File: src/rtl/bu_req_arb_if.sv
// Channel-side and bus-unit-side signal bundle for the bus-unit request arbiter.
interface bu_req_arb_if #(
  parameter int unsigned NCH = 4,
  parameter int unsigned AW  = 64,
  parameter int unsigned DW  = 64
);
  localparam int unsigned GW = $clog2(NCH);

  // Channel side
  logic [NCH-1:0]    ch_wt_req;
  logic [NCH-1:0]    ch_rd_req;
  logic [NCH-1:0]    ch_rdl_req;
  logic [NCH*4-1:0]  ch_size;
  logic [NCH*AW-1:0] ch_pa;
  logic [NCH*DW-1:0] ch_wdata;
  logic [DW-1:0]     ch_rdata;
  logic [10:0]       ch_addr_count;
  logic [NCH-1:0]    ch_line_write;
  logic [NCH-1:0]    ch_entry_write;
  logic [NCH-1:0]    ch_rdy;
  logic [NCH-1:0]    ch_err;

  // Bus-unit side
  logic              bu_wt_req;
  logic              bu_rd_req;
  logic              bu_rdl_req;
  logic [3:0]        bu_size;
  logic [AW-1:0]     bu_pa;
  logic [DW-1:0]     bu_wdata;
  logic [DW-1:0]     bu_rdata;
  logic [10:0]       bu_addr_count;
  logic              bu_line_write;
  logic              bu_entry_write;
  logic              bu_rdy;
  logic              bu_err;

  // Status
  logic [GW-1:0]     grant_id;
  logic              busy;
  logic              tmo_pulse;

  // Arbiter view
  modport slave (
    input  ch_wt_req, ch_rd_req, ch_rdl_req, ch_size, ch_pa, ch_wdata,
    input  bu_rdata, bu_addr_count, bu_line_write, bu_entry_write, bu_rdy, bu_err,
    output ch_rdata, ch_addr_count, ch_line_write, ch_entry_write, ch_rdy, ch_err,
    output bu_wt_req, bu_rd_req, bu_rdl_req, bu_size, bu_pa, bu_wdata,
    output grant_id, busy, tmo_pulse
  );

  // Environment view (channels plus bus unit)
  modport master (
    output ch_wt_req, ch_rd_req, ch_rdl_req, ch_size, ch_pa, ch_wdata,
    output bu_rdata, bu_addr_count, bu_line_write, bu_entry_write, bu_rdy, bu_err,
    input  ch_rdata, ch_addr_count, ch_line_write, ch_entry_write, ch_rdy, ch_err,
    input  bu_wt_req, bu_rd_req, bu_rdl_req, bu_size, bu_pa, bu_wdata,
    input  grant_id, busy, tmo_pulse
  );
endinterface

File: src/rtl/bu_req_arb.sv
// Bus-unit request arbiter: picks one of NCH channels (fixed or round-robin), holds the
// grant until the bus unit reports rdy/err or the timeout fires, and routes feedback.
module bu_req_arb #(
  parameter int unsigned NCH = 4,
  parameter int unsigned AW  = 64,
  parameter int unsigned DW  = 64,
  parameter int unsigned RR  = 0,
  parameter int unsigned TMO = 1023
) (
  input  logic         clk,
  input  logic         rst,
  bu_req_arb_if.slave  io_bus
);
  localparam int unsigned GW = $clog2(NCH);
  localparam int unsigned CW = $clog2(TMO + 2);

  typedef enum logic [0:0] {StIdle, StGrant} state_e;

  state_e         r_state, w_state_d;
  logic [GW-1:0]  r_grant_id, w_grant_id_d;
  logic [GW-1:0]  r_last_grant, w_last_grant_d;
  logic [CW-1:0]  r_cnt, w_cnt_d;

  logic [NCH-1:0] w_req;
  logic           w_any_req;
  logic [GW-1:0]  w_pick;
  logic [GW-1:0]  w_idx;
  logic           w_found;
  logic           w_busy;
  logic [GW-1:0]  w_gid;
  logic           w_tmo;
  logic           w_done;
  logic [NCH-1:0] w_onehot;

  assign w_req     = io_bus.ch_wt_req | io_bus.ch_rd_req | io_bus.ch_rdl_req;
  assign w_any_req = |w_req;

  // Outputs read as reset values while rst is held, even mid-grant.
  assign w_busy = (r_state == StGrant) && !rst;
  assign w_gid  = rst ? '0 : r_grant_id;

  // Timeout fires in the TMO-th grant cycle; rdy/err in that cycle take precedence.
  assign w_tmo  = (TMO != 0) && w_busy && (r_cnt == CW'(TMO - 1)) &&
                  !io_bus.bu_rdy && !io_bus.bu_err;
  assign w_done = w_busy && (io_bus.bu_rdy || io_bus.bu_err || w_tmo);

  // Arbitration: highest index (fixed) or first requester after last_grant (round-robin).
  always_comb begin
    w_pick  = '0;
    w_idx   = '0;
    w_found = 1'b0;
    if (RR == 0) begin
      for (int unsigned i = 0; i < NCH; i++) begin
        if (w_req[GW'(i)]) w_pick = GW'(i);
      end
    end else begin
      for (int unsigned k = 1; k <= NCH; k++) begin
        w_idx = GW'((32'(r_last_grant) + k) % NCH);
        if (!w_found && w_req[w_idx]) begin
          w_found = 1'b1;
          w_pick  = w_idx;
        end
      end
    end
  end

  // Next-state: IDLE -> GRANT on any request, GRANT -> IDLE on completion or timeout.
  always_comb begin
    w_state_d      = r_state;
    w_grant_id_d   = r_grant_id;
    w_last_grant_d = r_last_grant;
    w_cnt_d        = '0;
    unique case (r_state)
      StIdle: begin
        if (w_any_req) begin
          w_state_d      = StGrant;
          w_grant_id_d   = w_pick;
          w_last_grant_d = w_pick;
        end
      end
      StGrant: begin
        w_cnt_d = r_cnt + CW'(1);
        if (w_done) begin
          w_state_d = StIdle;
          w_cnt_d   = '0;
        end
      end
      default: w_state_d = StIdle;
    endcase
  end

  // State registers with synchronous reset.
  always_ff @(posedge clk) begin
    if (rst) begin
      r_state      <= StIdle;
      r_grant_id   <= '0;
      r_last_grant <= GW'(NCH - 1);
      r_cnt        <= '0;
    end else begin
      r_state      <= w_state_d;
      r_grant_id   <= w_grant_id_d;
      r_last_grant <= w_last_grant_d;
      r_cnt        <= w_cnt_d;
    end
  end

  assign w_onehot = w_busy ? (NCH'(1) << w_gid) : '0;

  assign io_bus.bu_wt_req      = io_bus.ch_wt_req[w_gid] & w_busy;
  assign io_bus.bu_rd_req      = io_bus.ch_rd_req[w_gid] & w_busy;
  assign io_bus.bu_rdl_req     = io_bus.ch_rdl_req[w_gid] & w_busy;
  assign io_bus.bu_size        = io_bus.ch_size[w_gid*4 +: 4];
  assign io_bus.bu_pa          = io_bus.ch_pa[w_gid*AW +: AW];
  assign io_bus.bu_wdata       = io_bus.ch_wdata[w_gid*DW +: DW];

  assign io_bus.ch_rdata       = io_bus.bu_rdata;
  assign io_bus.ch_addr_count  = io_bus.bu_addr_count;
  assign io_bus.ch_line_write  = w_onehot & {NCH{io_bus.bu_line_write}};
  assign io_bus.ch_entry_write = w_onehot & {NCH{io_bus.bu_entry_write}};
  assign io_bus.ch_rdy         = w_onehot & {NCH{io_bus.bu_rdy}};
  assign io_bus.ch_err         = w_onehot & {NCH{io_bus.bu_err | w_tmo}};

  assign io_bus.grant_id       = w_gid;
  assign io_bus.busy           = w_busy;
  assign io_bus.tmo_pulse      = w_tmo;
endmodule

File: src/flat_wrapper.sv
// flat-port wrapper written by rule: the top's interface ports become plain ports
module bu_req_arb_flat 
#(
  parameter int unsigned NCH = 4,
  parameter int unsigned AW  = 64,
  parameter int unsigned DW  = 64,
  parameter int unsigned RR  = 0,
  parameter int unsigned TMO = 1023
)
  (clk, rst, io_bus_ch_wt_req, io_bus_ch_rd_req, io_bus_ch_rdl_req, io_bus_ch_size, io_bus_ch_pa, io_bus_ch_wdata, io_bus_bu_rdata, io_bus_bu_addr_count, io_bus_bu_line_write, io_bus_bu_entry_write, io_bus_bu_rdy, io_bus_bu_err, io_bus_ch_rdata, io_bus_ch_addr_count, io_bus_ch_line_write, io_bus_ch_entry_write, io_bus_ch_rdy, io_bus_ch_err, io_bus_bu_wt_req, io_bus_bu_rd_req, io_bus_bu_rdl_req, io_bus_bu_size, io_bus_bu_pa, io_bus_bu_wdata, io_bus_grant_id, io_bus_busy, io_bus_tmo_pulse);
  bu_req_arb_if #(.NCH(NCH), .AW(AW), .DW(DW)) io_bus_i ();
  input  logic clk;
  input  logic rst;
  input wire logic [$bits(io_bus_i.ch_wt_req)-1:0] io_bus_ch_wt_req;
  input wire logic [$bits(io_bus_i.ch_rd_req)-1:0] io_bus_ch_rd_req;
  input wire logic [$bits(io_bus_i.ch_rdl_req)-1:0] io_bus_ch_rdl_req;
  input wire logic [$bits(io_bus_i.ch_size)-1:0] io_bus_ch_size;
  input wire logic [$bits(io_bus_i.ch_pa)-1:0] io_bus_ch_pa;
  input wire logic [$bits(io_bus_i.ch_wdata)-1:0] io_bus_ch_wdata;
  input wire logic [$bits(io_bus_i.bu_rdata)-1:0] io_bus_bu_rdata;
  input wire logic [$bits(io_bus_i.bu_addr_count)-1:0] io_bus_bu_addr_count;
  input wire logic [$bits(io_bus_i.bu_line_write)-1:0] io_bus_bu_line_write;
  input wire logic [$bits(io_bus_i.bu_entry_write)-1:0] io_bus_bu_entry_write;
  input wire logic [$bits(io_bus_i.bu_rdy)-1:0] io_bus_bu_rdy;
  input wire logic [$bits(io_bus_i.bu_err)-1:0] io_bus_bu_err;
  output wire logic [$bits(io_bus_i.ch_rdata)-1:0] io_bus_ch_rdata;
  output wire logic [$bits(io_bus_i.ch_addr_count)-1:0] io_bus_ch_addr_count;
  output wire logic [$bits(io_bus_i.ch_line_write)-1:0] io_bus_ch_line_write;
  output wire logic [$bits(io_bus_i.ch_entry_write)-1:0] io_bus_ch_entry_write;
  output wire logic [$bits(io_bus_i.ch_rdy)-1:0] io_bus_ch_rdy;
  output wire logic [$bits(io_bus_i.ch_err)-1:0] io_bus_ch_err;
  output wire logic [$bits(io_bus_i.bu_wt_req)-1:0] io_bus_bu_wt_req;
  output wire logic [$bits(io_bus_i.bu_rd_req)-1:0] io_bus_bu_rd_req;
  output wire logic [$bits(io_bus_i.bu_rdl_req)-1:0] io_bus_bu_rdl_req;
  output wire logic [$bits(io_bus_i.bu_size)-1:0] io_bus_bu_size;
  output wire logic [$bits(io_bus_i.bu_pa)-1:0] io_bus_bu_pa;
  output wire logic [$bits(io_bus_i.bu_wdata)-1:0] io_bus_bu_wdata;
  output wire logic [$bits(io_bus_i.grant_id)-1:0] io_bus_grant_id;
  output wire logic [$bits(io_bus_i.busy)-1:0] io_bus_busy;
  output wire logic [$bits(io_bus_i.tmo_pulse)-1:0] io_bus_tmo_pulse;
  assign io_bus_i.ch_wt_req = io_bus_ch_wt_req;
  assign io_bus_i.ch_rd_req = io_bus_ch_rd_req;
  assign io_bus_i.ch_rdl_req = io_bus_ch_rdl_req;
  assign io_bus_i.ch_size = io_bus_ch_size;
  assign io_bus_i.ch_pa = io_bus_ch_pa;
  assign io_bus_i.ch_wdata = io_bus_ch_wdata;
  assign io_bus_i.bu_rdata = io_bus_bu_rdata;
  assign io_bus_i.bu_addr_count = io_bus_bu_addr_count;
  assign io_bus_i.bu_line_write = io_bus_bu_line_write;
  assign io_bus_i.bu_entry_write = io_bus_bu_entry_write;
  assign io_bus_i.bu_rdy = io_bus_bu_rdy;
  assign io_bus_i.bu_err = io_bus_bu_err;
  assign io_bus_ch_rdata = io_bus_i.ch_rdata;
  assign io_bus_ch_addr_count = io_bus_i.ch_addr_count;
  assign io_bus_ch_line_write = io_bus_i.ch_line_write;
  assign io_bus_ch_entry_write = io_bus_i.ch_entry_write;
  assign io_bus_ch_rdy = io_bus_i.ch_rdy;
  assign io_bus_ch_err = io_bus_i.ch_err;
  assign io_bus_bu_wt_req = io_bus_i.bu_wt_req;
  assign io_bus_bu_rd_req = io_bus_i.bu_rd_req;
  assign io_bus_bu_rdl_req = io_bus_i.bu_rdl_req;
  assign io_bus_bu_size = io_bus_i.bu_size;
  assign io_bus_bu_pa = io_bus_i.bu_pa;
  assign io_bus_bu_wdata = io_bus_i.bu_wdata;
  assign io_bus_grant_id = io_bus_i.grant_id;
  assign io_bus_busy = io_bus_i.busy;
  assign io_bus_tmo_pulse = io_bus_i.tmo_pulse;
  bu_req_arb #(.NCH(NCH), .AW(AW), .DW(DW), .RR(RR), .TMO(TMO)) u_core (.clk(clk), .rst(rst), .io_bus(io_bus_i));
endmodule
File: config.mk
export PLATFORM = sky130hd
export DESIGN_NAME = bu_req_arb_flat
export DESIGN_NICKNAME = d
export VERILOG_FILES = /design/src/rtl/bu_req_arb_if.sv /design/src/rtl/bu_req_arb.sv /design/src/flat_wrapper.sv
export SDC_FILE = /design/constraint.sdc
export NUM_CORES = 1
export LEC_CHECK = 0
export CORE_AREA = 2 2 331 333
export CTS_CLUSTER_DIAMETER = 40
export DETAILED_ROUTE_END_ITERATION = 7
export DIE_AREA = 0 0 333 335
export PLACE_DENSITY = 0.3
export SYNTH_ARGS = -nofsm -noshare
export SYNTH_HDL_FRONTEND = slang
export SYNTH_SLANG_ARGS = --single-unit
File: constraint.sdc
create_clock -name clk -period 3 [get_ports clk]
set_clock_uncertainty 0.1 [all_clocks]
set_input_delay 0.6 -clock clk [delete_from_list [all_inputs] [get_ports clk]]
set_output_delay 0.6 -clock clk [all_outputs]
set_load 0.1 [all_outputs]
==> results of run 1 <==
-- worst max-delay path by stage --
stage	from	endpoint	cells after the start
2_1_floorplan	rst	io_bus_bu_pa[33]	4
3_3_place_gp	rst	io_bus_bu_wdata[8]	7
3_5_place_dp	rst	io_bus_bu_wdata[8]	7
4_1_cts	u_core.r_grant_id[0]$_SDFFE_PP0P_	io_bus_bu_wdata[26]	7
5_1_grt	u_core.r_grant_id[0]$_SDFFE_PP0P_	io_bus_bu_wdata[22]	5
6_report	u_core.r_grant_id[1]$_SDFFE_PP0P_	io_bus_bu_pa[52]	7
-- cell usage in the layout (no fill, tap or decap), drive strengths merged, types with 3 or more instances in the layout --
master         instances
nand2                 68
a222oi                 3
nor2                 213
xnor2                  4
nand3                  4
a221oi                69
diode                  5
and3                  13
clkdlybuf4s50        544
dfxtp                 14
mux2i                 70
nor3                   6
mux2                   4
a22oi                126
buf                  224
a21oi                 66
inv                   73
nor2b                  6
xor2                   4
o22a                   5
clkbuf                 7
-- what timing repair did --
| action | in CTS | in global routing |
|---|---|---|
| setup endpoints to repair | 7 | 9 |
| gates resized for setup | 4 | 1 |
| pin swaps | 1 | 0 |
| buffers inserted | 0 | 2 |
| cloned | 1 | 2 |
| hold buffers | 0 | 0 |
-- metal layers --
metal,GRT usage,part of all wire
met5,0,0.0032
met4,0.0240,0.021
met3,0.0423,0.10
met2,0.165,0.47
met1,0.116,0.41
-- synth_stat cells, types with 2 or more instances --
master | n | share of area
o21ai_0 | 2 | 0.0018
nand2b_1 | 2 | 0.0022
ha_1 | 2 | 0.0044
buf_4 | 82 | 0.11
nor2b_1 | 6 | 0.0066
and2_1 | 2 | 0.0022
mux2_2 | 4 | 0.0080
dfxtp_1 | 14 | 0.050
mux2i_1 | 70 | 0.12
buf_1 | 8 | 0.0053
nand2_1 | 68 | 0.045
o22a_1 | 5 | 0.0077
nand3_1 | 4 | 0.0035
clkbuf_1 | 45 | 0.030
buf_2 | 26 | 0.023
a21oi_1 | 66 | 0.058
nor2_1 | 212 | 0.14
a221oi_1 | 69 | 0.11
xnor2_1 | 4 | 0.0062
xor2_1 | 4 | 0.0062
a22oi_1 | 126 | 0.17
nor3_1 | 5 | 0.0044
inv_1 | 73 | 0.048
and3_1 | 13 | 0.014
a222oi_1 | 3 | 0.0053
nand4_1 | 2 | 0.0022
-- worst max-delay path, stage by stage, from the launching register on --
cell and delay (ns):
dfxtp_4 0.45, buf_6 0.28, nor2_4 0.09, buf_12 0.17
buf_4 0.22, a22oi_1 0.30, nand2_1 0.16, buf_12 0.19
-- cell families (layout without fill, tap and decap cells) --
logic type                 after synthesis  in the layout  synth area share
and+or+nand+nor                        323            323             0.234
AOI/OAI and AO/OA                      275            276             0.353
buffers and inverters                  234            848             0.215
muxes                                   74             74             0.132
DFF                                     14             14            0.0495
xor gates and xnor gates                 8              8            0.0124
adders and majority gates                2              2           0.00442
other                                    0              5                 0
-- power groups by stage --
| stage | registers (mW) | clock network [mW] | logic [mW] |
|---|---|---|---|
| after floorplan | 0.197 | 0 | 3.24 |
| after global placement | 0.205 | 0 | 5.16 |
| after detailed placement | 0.206 | 0 | 5.17 |
| after CTS | 0.211 | 0.260 | 5.20 |
| after global routing | 0.213 | 0.268 | 5.36 |
| final | 0.211 | 0.250 | 5.15 |
-- flip-flops by register name, summed over array words and instances, names as in the netlist --
register           flops
u_core.r_cnt          11
u_core.r_grant_id      2
u_core.r_state         1
-- area by class of cell --
type | count | area [um2]
Fill cell | 12200 | 91500
Clock buffer | 4 | 78.8
Multi-Input combinational cell | 683 | 4880
Timing Repair Buffer | 771 | 9290
Sequential cell | 14 | 288
Antenna cell | 5 | 12.5
Inverter | 73 | 274
Tap cell | 1414 | 1770
==> run_results.csv, run 1 <==
group,metric,value,unit
min_path,hold_class,"reg -> reg",
setup_path,startpoint_type,"flip-flop",
setup_path,cp-end-kind,"output pin",
power,combPwrFrac,0.918,
min_path,min-delay-start,"u_core.r_cnt[0]$_SDFF_PP0_",
setup_path,r2r-end,"u_core.r_state$_SDFF_PP0_",
synthesis,ys_seq_area_frac,0.0495,
run,cap_violations,0,
floorplan,initial_utilization,0.0524,
power,p_per_area,338,nW/um2
finish,layout-drive-gt1-share,0.210,
synthesis,synth_warnings,0,
power,power_frac_seq,0.038,
global_routing,grt_pass1_vias,9927,
drt,drt_pre_antenna_iters,4,
synthesis,postSynthAreaPerCell,6.09,um2
power,cellLeakagePower,6.32,nW
setup_path,ff2ff_path_depth,4,
sta,grt_setup_unrepaired,"no",
drt,drt_iter0_drc,337,
synthesis,syn_inst,930,
setup_path,cp.required,2.30,ns
sta,finalCriticalPeriod,2.90,ns
synthesis,synth_cell_types,39,
floorplan,die_w,333,um
clock_network,cts_buffers,3,
floorplan,rows,121,
power,pwr-share-clk,0.044,
floorplan,die_area,112000,um2
finish,fin_util,0.154,
drt,drt_wl_total,60000,um
power,p_sw_frac,0.566,
synthesis,syn_area,5660,um2
sta,drv_slew,0,
power,worst_ir_drop_vdd,155,uV
placed_design,gp_congestion,0.840,
min_path,hold_depth,1,
setup_path,r2r-start,"u_core.r_cnt[5]$_SDFF_PP0_",
setup_path,path_class,"reg -> out",
sta,postLayoutSetupSlackWorst,0.100,ns
placed_design,dp.cells,2950,
placed_design,placed_area,16400,um2
synthesis,synth_fp_nets,1553,
sta,finalCritPeriodShare,0.967,
sta,hold_slack,0.382,ns
finish,area_delta_synth_final,193,%
drt,post_drt_wl_per_cell,20.2,um
finish,layout.cells.non_filler,2964,
finish,final_nets,2169,
floorplan,coreArea,108000,um2
sta,setup_viol,0,
global_routing,antenna_found_initial,25,
setup_path,cp_max_fo,41,
clock_network,cts_tree,"done",
synthesis,yosys_register_bits,14,
clock_network,clock-root-buffer,"clkbuf_16",
global_routing,grt_pass1_wl,79000,um
global_routing,grt_overflow,0,
synthesis,ys.flop_type,"dfxtp_1",
setup_path,cp_data_arrival_time,2.20,ns
power,power,5.61,mW
global_routing,grt_max_degree,64,
drt,vias_per_cell,3.17,
drt,ant_nets,0,
clock_network,cts.clk_slew.worst_paths,0.04,ns
global_routing,grtUsageTotal,0.0991,
synthesis,synth-edff-count,0,
clock_network,cts_buffer_depth,2,
setup_path,r2r_slack,1.27,ns
drt,drc,0,
finish,stdcell_area,16600,um2
power,p_int,2.44,mW
placed_design,place_ws,-0.0914,ns
sta,hold_violations,0,
drt,num_vias,9400,
status,status,"finished clean",
synthesis,async_reset_ff_frac,0,
clock_network,clk_latency,0.24,ns
min_path,whs_endpoint,"u_core.r_cnt[0]$_SDFF_PP0_",
sta,fmax,345,MHz
floorplan,io_pins,851,
placed_design,portBuffers,700,
placed_design,dp_hpwl,50200,um
power,p_sw,3.18,mW
floorplan,dieHeight,335,um
sta,tightest_slew,0.749,ns
sta,final.setup.tns,0,ns
clock_network,cts.htree.levels,1,
clock_network,clock_sinks,14,
sta,slew_headroom,0.501,
Note: power is estimated with default switching activity, not from simulation.
==> inputs of run 2 (changes only) <==
--- a/config.mk
+++ b/config.mk
@@ -5,10 +5,10 @@
 export SDC_FILE = /design/constraint.sdc
 export NUM_CORES = 1
 export LEC_CHECK = 0
-export CORE_AREA = 2 2 331 333
+export CORE_AREA = 5 5 325 327
 export CTS_CLUSTER_DIAMETER = 40
 export DETAILED_ROUTE_END_ITERATION = 7
-export DIE_AREA = 0 0 333 335
+export DIE_AREA = 0 0 330 332
 export PLACE_DENSITY = 0.3
 export SYNTH_ARGS = -nofsm -noshare
 export SYNTH_HDL_FRONTEND = slang
==> run_results.csv, run 2 (synthesized netlist as in run 1, its figures left out) <==
group,metric,value,unit
status,status,"finished clean",
finish,final_nets,2163,
floorplan,dieHeight,332,um
finish,stdcell_area,16500,um2
clock_network,cts.htree.levels,1,
setup_path,cp_slowest_cell,"clkdlybuf4s50_1",
drt,drt_pre_antenna_iters,5,
setup_path,path_buf_inv,2,
placed_design,placed_area,16300,um2
setup_path,path_class,"in -> out",
placed_design,portBuffers,700,
sta,setup_viol,0,
setup_path,cp-end-kind,"output pin",
setup_path,critPathMaxStageDelay,0.44,ns
sta,drv_slew,0,
clock_network,cts_buffers,3,
clock_network,clk_latency,0.25,ns
clock_network,cts.clk_slew.worst_paths,0.05,ns
floorplan,initial_utilization,0.0552,
floorplan,die_area,110000,um2
global_routing,grt_pass1_vias,9865,
finish,final_cell_mix,"clkdlybuf4s50_1 (544), nor2_1 (209), buf_12 (169)",
global_routing,antenna_found_initial,20,
global_routing,grtUsageTotal,0.0991,
finish,fillers,11600,
floorplan,io_pins,851,
clock_network,postCtsHoldBufs,0,
setup_path,r2r-end,"u_core.r_cnt[9]$_SDFF_PP0_",
setup_path,cp_max_fo,2,
clock_network,clock-root-buffer,"clkbuf_16",
min_path,hold_depth,1,
finish,regMostFlops,"u_core.r_cnt",
drt,drt_iter0_drc,507,
setup_path,path_cells,"clkdlybuf4s50_1, mux2_2, a222oi_1, nor2_2, buf_12",
clock_network,cts_setup_buffers,0,
setup_path,ff2ff_path_depth,4,
min_path,hold_class,"reg -> reg",
sta,finalCriticalPeriod,2.81,ns
finish,largest_register_ffs,11,
min_path,whs_endpoint,"u_core.r_cnt[0]$_SDFF_PP0_",
min_path,min-delay-start,"u_core.r_cnt[0]$_SDFF_PP0_",
sta,tightest_slew,0.541,ns
setup_path,r2r-start,"u_core.r_state$_SDFF_PP0_",
drt,drc,0,
placed_design,dp.cells,2911,
power,cellLeakagePower,6.28,nW
power,worst_ir_drop_vdd,145,uV
drt,vias_per_cell,3.19,
drt,post_drt_wl_per_cell,20.0,um
drt,num_vias,9360,
clock_network,post_cts_resized,0,
clock_network,clock_sinks,14,
drt,ant_nets,0,
setup_path,startpoint_type,"input pin",
finish,largest_registers,"u_core.r_cnt (11), u_core.r_grant_id (2), u_core.r_state (1)",
setup_path,critPathTopFamily,"buffers and inverters",
sta,hold_slack,0.377,ns
power,power,5.57,mW
global_routing,grt_pass1_wl,79000,um
power,p_per_area,338,nW/um2
finish,final_common_cell,"clkdlybuf4s50_1",
floorplan,die_w,330,um
placed_design,gp_congestion,0.843,
global_routing,grt_overflow,0,
run,cap_violations,0,
sta,finalCritPeriodShare,0.938,
sta,slew_headroom,0.639,
floorplan,rows,118,
sta,hold_violations,0,
floorplan,coreArea,103000,um2
setup_path,r2r_slack,1.13,ns
clock_network,cts_tree,"done",
sta,grt_setup_unrepaired,"no",
drt,drt_wl_total,58500,um
setup_path,cp_data_arrival_time,2.11,ns
clock_network,cts_buffer_depth,2,
sta,fmax,356,MHz
placed_design,dp_hpwl,50900,um
finish,layout-drive-gt1-share,0.206,
finish,area_delta_synth_final,191,%
setup_path,cp.required,2.30,ns
global_routing,grt_max_degree,53,
finish,layout.cells.non_filler,2930,
run 2: cell types whose count changed in the layout (fill, tap and decap cells not counted), sizes merged:
cell	previous run	this run
diode	5	11
clkbuf	7	4
buf	224	222
o21bai	2	1
run 2: cell type report:
type / count / area (um2) / area share
diodes: 11 / 27.5 / 0.00167
repair buffers: 766 / 9230 / 0.560
multi-input cells: 682 / 4860 / 0.295
clock buffers: 4 / 78.8 / 0.00478
inverters: 73 / 274 / 0.0166
well taps: 1380 / 1730 / 0.105
flip-flops and latches: 14 / 288 / 0.0175
run 2: layer usage:
| metal | global-route usage | vias to the layer above | part of all wire |
|---|---|---|---|
| li1 | - | 4491 | - |
| met1 | 0.119 | 4301 | 0.40 |
| met2 | 0.167 | 468 | 0.46 |
| met3 | 0.0371 | 88 | 0.11 |
| met4 | 0.0242 | 12 | 0.022 |
| met5 | 0 | - | 0.0011 |
run 2: power breakdown:
group / switching [mW] / internal, mW / total [mW]
registers: 0.0158 / 0.191 / 0.207
logic: 3.04 / 2.06 / 5.10
clock network: 0.0781 / 0.180 / 0.258
total: 3.13 / 2.43 / 5.57
run 2: through the flow:
step / util / TNS [ns] / setup slack, ns
2_1_floorplan: - / -18.68 / -0.377
3_3_place_gp: 0.159 / 0 / 0.213
3_5_place_dp: 0.159 / 0 / 0.184
4_1_cts: 0.160 / 0 / 0.0580
5_1_grt: 0.160 / 0 / 0.0902
6_report: 0.161 / 0 / 0.187
run 2: worst max path at each step:
stage,from,cells after the start,end,slack [ns]
finish,io_bus_ch_rdl_req[3],5,io_bus_bu_rdl_req,0.19
global route,u_core.r_grant_id[0]$_SDFFE_PP0P_,6,io_bus_bu_pa[7],0.09
CTS,u_core.r_grant_id[1]$_SDFFE_PP0P_,6,io_bus_bu_wdata[24],0.06
detailed placement,io_bus_ch_rdl_req[3],5,io_bus_bu_rdl_req,0.18
global placement,rst,8,io_bus_bu_wdata[28],0.21
floorplan,rst,4,io_bus_bu_pa[33],-0.38
==> inputs of run 3 (changes only) <==
--- a/config.mk
+++ b/config.mk
@@ -7,6 +7,7 @@
 export LEC_CHECK = 0
 export CORE_AREA = 5 5 325 327
 export CTS_CLUSTER_DIAMETER = 40
+export CTS_CLUSTER_SIZE = 40
 export DETAILED_ROUTE_END_ITERATION = 7
 export DIE_AREA = 0 0 330 332
 export PLACE_DENSITY = 0.3
==> results of run 3 <==
No change in the layout: final DEF, timing and power equal those of run 2.
